`src/rtl/vga_timing_gen.sv`:
```
// VGA raster timing: h/v counters, frame-buffer coordinates at half resolution,
// active/blank flags and delayed active-low syncs.
module vga_timing_gen #(
    parameter int H_ACTIVE   = 640,
    parameter int H_FP       = 16,
    parameter int H_SYNC     = 96,
    parameter int H_BP       = 48,
    parameter int V_ACTIVE   = 480,
    parameter int V_FP       = 10,
    parameter int V_SYNC     = 2,
    parameter int V_BP       = 33,
    parameter int SYNC_DELAY = 2
) (
    input  logic       clock,
    input  logic       reset,
    output logic [8:0] x,
    output logic [8:0] y,
    output logic       in_active_area,
    output logic       hsync,
    output logic       vsync,
    output logic       vblank,
    output logic       frame_start
);

    localparam logic [9:0] H_ACT  = 10'(H_ACTIVE);
    localparam logic [9:0] H_LAST = 10'(H_ACTIVE + H_FP + H_SYNC + H_BP - 1);
    localparam logic [9:0] HS_BEG = 10'(H_ACTIVE + H_FP);
    localparam logic [9:0] HS_END = 10'(H_ACTIVE + H_FP + H_SYNC);
    localparam logic [9:0] V_ACT  = 10'(V_ACTIVE);
    localparam logic [9:0] V_LAST = 10'(V_ACTIVE + V_FP + V_SYNC + V_BP - 1);
    localparam logic [9:0] VS_BEG = 10'(V_ACTIVE + V_FP);
    localparam logic [9:0] VS_END = 10'(V_ACTIVE + V_FP + V_SYNC);

    logic [9:0] h_count;
    logic [9:0] v_count;
    logic       reset_q;
    logic       hold;
    logic       h_act;
    logic       v_act;
    logic [8:0] v_next_row;
    logic       hs_raw;
    logic       vs_raw;

    logic [SYNC_DELAY:0] hs_pipe;
    logic [SYNC_DELAY:0] vs_pipe;

    // Counters stay parked one extra clock after reset so the first
    // active pixel appears two clocks after release.
    always_ff @(posedge clock) begin
        reset_q <= reset;
    end

    assign hold = reset | reset_q;

    always_ff @(posedge clock) begin
        if (hold) begin
            h_count <= '0;
            v_count <= '0;
        end else if (h_count == H_LAST) begin
            h_count <= '0;
            if (v_count == V_LAST) begin
                v_count <= '0;
            end else begin
                v_count <= v_count + 10'd1;
            end
        end else begin
            h_count <= h_count + 10'd1;
        end
    end

    always_comb begin
        h_act  = (h_count < H_ACT);
        v_act  = (v_count < V_ACT);
        hs_raw = !((h_count >= HS_BEG) && (h_count < HS_END));
        vs_raw = !((v_count >= VS_BEG) && (v_count < VS_END));
        if (v_count == V_LAST) begin
            v_next_row = '0;
        end else begin
            v_next_row = 9'((v_count + 10'd1) >> 1);
        end
    end

    always_ff @(posedge clock) begin
        if (hold) begin
            x              <= '0;
            y              <= '0;
            in_active_area <= 1'b0;
            vblank         <= 1'b0;
            frame_start    <= 1'b0;
        end else begin
            x              <= h_act ? h_count[9:1] : '0;
            y              <= h_act ? v_count[9:1] : v_next_row;
            in_active_area <= h_act && v_act;
            vblank         <= !v_act;
            frame_start    <= (h_count == '0) && (v_count == '0);
        end
    end

    // Stage 0 is the output register; stages 1..SYNC_DELAY add the delay.
    always_ff @(posedge clock) begin
        if (hold) begin
            hs_pipe <= '1;
            vs_pipe <= '1;
        end else begin
            for (int i = SYNC_DELAY; i > 0; i--) begin
                hs_pipe[i] <= hs_pipe[i-1];
                vs_pipe[i] <= vs_pipe[i-1];
            end
            hs_pipe[0] <= hs_raw;
            vs_pipe[0] <= vs_raw;
        end
    end

    assign hsync = hs_pipe[SYNC_DELAY];
    assign vsync = vs_pipe[SYNC_DELAY];

endmodule

```
`config.mk`:
```
export PLATFORM = sky130hd
export DESIGN_NAME = vga_timing_gen
export DESIGN_NICKNAME = d
export VERILOG_FILES = /design/src/rtl/vga_timing_gen.sv
export SDC_FILE = /design/constraint.sdc
export NUM_CORES = 1
export LEC_CHECK = 0
export ABC_AREA = 1
export CAP_MARGIN = 15
export CORE_UTILIZATION = 54
export DETAILED_ROUTE_END_ITERATION = 16
export PLACE_DENSITY_LB_ADDON = 0.12
export SYNTH_ARGS = -nofsm -noshare
export SYNTH_HDL_FRONTEND = slang
export SYNTH_SLANG_ARGS = --single-unit
```
`constraint.sdc`:
```
create_clock -name clock -period 1.4 [get_ports clock]
set_input_delay 0.42 -clock clock [delete_from_list [all_inputs] [get_ports clock]]
set_output_delay 0.42 -clock clock [all_outputs]
set_load 0.05 [all_outputs]
```
Word-level counts from Yosys, hierarchy flattened

Cells that the tools add are included.

Register bits after elaboration: 48
Output and inout bits: 23
Latch bits: 0
Bits in read-only memories: 0
Memories kept: 0
Input port bits: 2
RAM bits: 0

Add/sub/neg operators: 2
Bitwise logic cells: 2
Equal/unequal tests: 2
Shift operators: 0
$lt $le $gt $ge: 6
Mux-type cells: 3
Divide/modulo/power cells: 0
Reductions and logical operators: 11
Multiply operators: 0

Operators with widths:

| kind                                                                          | number |
|---|---|
| 10-bit by 1-bit adder with 10-bit output, second input constant               | 2 |
| 10-bit == test, second input constant                                         | 2 |
| 10-bit zero test                                                              | 2 |
| 10-bit less-than comparator, second input constant                            | 2 |
| 10-bit by 9-bit less-than comparator with 1-bit output, second input constant | 2 |
| 9-bit two-way mux                                                             | 2 |
| 10-bit >= comparator, second input constant                                   | 1 |
| 10-bit by 9-bit >= comparator with 1-bit output, second input constant        | 1 |
| 10-bit two-way mux                                                            | 1 |
| 1-bit logical AND                                                             | 4 |
| 2-bit OR reduction                                                            | 2 |
| 1-bit zero test                                                               | 3 |
| 1-bit inverter                                                                | 1 |
| 1-bit OR                                                                      | 1 |

Longest topological paths before layout

Depth after elaboration: 3
Mapped depth: 9
Depth with buffers taken out: 8

Worst setup path after synthesis

OpenSTA, ideal clock, no wires.

Path type: register to register
Start: register h_count[0]
End: register v_count[5]
Arrival: 1.206 ns
Clock period less this slack: 1.327 ns
Slack: 0.073 ns
Library setup time: 0.121 ns
Stages on the path, launching flop included: 8
Data required time: 1.279 ns
Path buffers: 1
Cells stage by stage: dfxtp_1 > ha_1 > nand3_4 > nor2_4 > nand2_4 > nand2_4 > buf_6 > o22ai_2

Cells in the longest elaborated chain, start to end: 1

Ends and longest elaborated chain:

| what                   | line | text |
|---|---|---|
| from (decl)            | 34   | `logic [9:0] h_count;` |
| from (signal assigned) | 67   | `h_count <= h_count + 10'd1;` |
| 10-bit == test         | 59   | `end else if (h_count == H_LAST) begin` |
| to (signal assigned)   | 64   | `v_count <= v_count + 10'd1;` |
| to (decl)              | 35   | `logic [9:0] v_count;` |

Every way passes these cells.
A chain may end at the register's enable or synchronous reset.

Worst setup path in the final report

Start: register v_count[0]
End: register v_count[0]

Cells in the longest elaborated chain, start to end: 2
Elaborated cells between the ends (all ways): 3
Those cells by class: add/sub: 1; eq/ne: 1; mux: 1

Ends and longest elaborated chain:

| what                                                                       | line   | text |
|---|---|---|
| 10-bit by 1-bit adder with 10-bit output or 10-bit == test (tied branches) | 64, 61 |  |
| 10-bit two-way mux (*)                                                     | 61     | `if (v_count == V_LAST) begin` |

Every way passes the cells marked *; elsewhere a longest branch is shown, timed or not.

==> results.md <==
- F_max: roughly 730 MHz
- Largest family of logic cells by synthesized area: simple AND/OR/NAND/NOR gates
- Fillers: 210
- Layout cell share with drive strength beyond 1: a little under a third
- Max incr delay on CP: 0.34 ns
- Post-synthesis compound-gate area fraction: under 10%
- Syn nets: 245
- Vias/cell: approximately 5.3
- Synthesis-stage register bit count: 48
- Clock skew: 0.004945 ns
- Mapped Avg Cell Area: roughly 8.4 um^2
- Critical Path Source Type: flip-flop
- Cell Chain, Critical Path: inv_1, ha_2, nand3_1, nor2_2, nand2_4, a21oi_1, nor2_1
- Clock buffer depth: 2
- Post-synth EDFFs: 0
- Area leader, netlist: dfxtp_1
- Number of clock buffers inserted by TritonCTS: 5
- Top cell type's share of synthesized area: between 40 and 50%
- GRT overflow: 0
- Worst-Margin Slew: approximately 0.29 ns
- Max Transition Viols Final: 0
- Die height: between 60 and 70 um
- Clk_lat worst skew: around 0.30 ns
- Drt pass-1 iters: 4
- # DRC: 0
- Largest net degree at the start of global routing: 15
- Diodes inserted: 0
- Post-synthesis cell type count: 34
- CP top delay family: simple AND/OR/NAND/NOR gates
- CP endpoint kind: flip-flop
- Max-cap viol count: 0
- Final setup viols: 0
- Root buffer cell: clkbuf_8
- Clk slew on worst S/H paths: approximately 0.08 ns
- H-tree levels: 2
- Final antenna-violating net count: 0
- DP Wirelength: 3265 um
- Placed Cells: 326
- Most frequent cell after synthesis: dfxtp_1
- Min Tclk post-route: 1.364 ns
- Crit Path Category: flip-flop to flip-flop
- Asr flop ratio synth: 0%
- Vias: approximately 1800
- DR WL/cell: approximately 14 um
- Final RePlAce weighted congestion: approximately 0.9
- Predominant post-synthesis flop cell: dfxtp_1
- Warnings from Yosys: 0
- Buf+Inv Stages, Crit Path: 1
- Dominant cells by area after synthesis: dfxtp_1, nand2_1, nor2_1
- CTS tree: built
- Synth Area in Simple Gates: 29.91%
- DRT Wirelength: 4519 um
- Lkg Pwr: 1.091 nW
- Clk sink count: 48
- Cells after Synth: 239
- # IOs: 25
- Postcts setup bufs: 0
- Post-synthesis mux area share: 0%
- Post-Route Setup TNS: 0 ns
- Sequential share of the synthesized area: 48.15%
- Status: finished, final reports clean
- Core area: 3442 um^2
- Layout area overhead: 40.88%
- Finished Layout Cells: roughly 330
- CP Max Fanout: 6
- RSZ-0062 raised after global routing: yes
- Commonest cells post-synth: dfxtp_1, nand2_1, nor2_1, inv_1, nand3_1
- Starting density of the core: 57.98%
- Vias in the first global route: 1609
- Initial antenna violation count: 0
- # rows: 21
- Hold-fix buffers, CTS: 0
- Adder-Cell Fraction of Synth Area: roughly 2.5%
- VDD IR-drop max: 0.7961 mV
- Req. time, crit path: 1.60 ns
- Nets@finish: 293
- Slowest CP cell: dfxtp_2
- Final period util: a little over nine tenths
- Relative slew slack: 80.80%
- Iteration-0 DRC Markers: 146
- Hold crit path type: input pin to flip-flop
- P per Cell Area: 873.6 nW/um^2
- Die X: ~63 um
- Die area: 3943 um^2
- Mapped Area: 1996 um^2
- Synth Area in XOR/XNOR: 2.194%
- Critical path arrival: between 1.5 and 2 ns
- Input/output buffers: 24
- GRT Total Usage: 24.58%
- Final-report hold violation count: 0
- Global-route wire length before repair: 7410 um
-- layout by cell type (no fill, tap or decap), types with 4 or more instances in the layout --
cell	synthesis	routed
dfxtp_1	48	45
nand2_1	44	43
nor2_1	32	31
inv_1	25	24
buf_12	0	23
buf_4	1	22
nand3_1	15	14
o21ai_2	6	7
o21ai_0	9	7
nor3_1	6	6
nand4_1	6	6
o22ai_1	5	5
clkbuf_8	1	5
or2_2	4	4
xor2_1	4	4
-- path summary, 6_finish.rpt --
check,startpoint,end,slack [ns],cells past startpoint
worst max-delay path,v_count[0]$_SDFFE_PP0N_,v_count[0]$_SDFFE_PP0N_,0.04,7
worst min-delay path,reset,reset_q$_DFF_P_,0.31,1
worst max register to register,v_count[0]$_SDFFE_PP0N_,v_count[0]$_SDFFE_PP0N_,0.04,7
worst min register to register,hs_pipe[0]$_SDFF_PP1_,hs_pipe[1]$_SDFF_PP1_,0.42,1
-- cells by family after synthesis --
kind of cell	after synthesis
simple gates	121
flops	48
buf+inv	33
compound gates	28
xor+xnor	5
fa+ha+maj	4
-- through the flow --
step / hold slack [ns] / setup slack, ns / cell area [um^2] / util [%] / total power, mW
after global placement: 0.3970 / -0.1956 / 2646 / 76.88 / 1.504
final: 0.3091 / 0.03553 / 2811 / 81.68 / 2.456
after CTS: 0.4223 / 0.008276 / 2759 / 80.15 / 2.459
after global routing: 0.3201 / -0.05841 / 2811 / 81.68 / 2.539
after floorplan: 0.3925 / 0.07342 / 1996 / - / 1.465
after detailed placement: 0.4020 / -0.2484 / 2646 / 76.88 / 1.507
-- worst reg2reg max path: stages, from the launching register on --
cell and delay, ns:
dfxtp_2 0.34, inv_1 0.09, ha_2 0.21, nand3_1 0.11, nor2_2 0.19, nand2_4 0.11, a21oi_1 0.17, nor2_1 0.05
-- state kept, by name (all words and copies together) (netlist names) --
register,flops
frame_start,1
h_count,10
hs_pipe,3
in_active_area,1
reset_q,1
v_count,10
vblank,1
vs_pipe,3
x,9
y,9
-- repair_timing --
action	CTS	global route
pin swaps	0	2
gates resized for setup	3	14
setup endpoints to repair	7	27
-- power by group --
group	internal (mW)	switching, mW	total (mW)
clock	0.530	0.447	0.977
combinational	0.0400	0.0597	0.0997
sequential	1.37	0.00783	1.38
total	1.94	0.514	2.46
-- area by class of cell --
cell class              instances  area, um^2  share of cell area, %
multi-input cells             158       933.4                  33.20
repair buffers                 46       638.1                  22.70
clock buffers                   6       72.57                  2.581
well taps                      46       57.56                  2.047
flip-flops and latches         48       964.7                  34.31
inverters                      28       110.1                  3.916
clock inverters                 2       35.03                  1.246
-- metal layers --
layer | vias to the layer above | share of wire [%] | GRT usage, %
met2 | 63 | 47 | 38.04
met1 | 813 | 44 | 32.38
met5 | - | 0 | 0
li1 | 866 | - | -
met3 | 15 | 6.2 | 6.387
met4 | 0 | 2.6 | 10.17
Power figures use the tool's default switching activity.
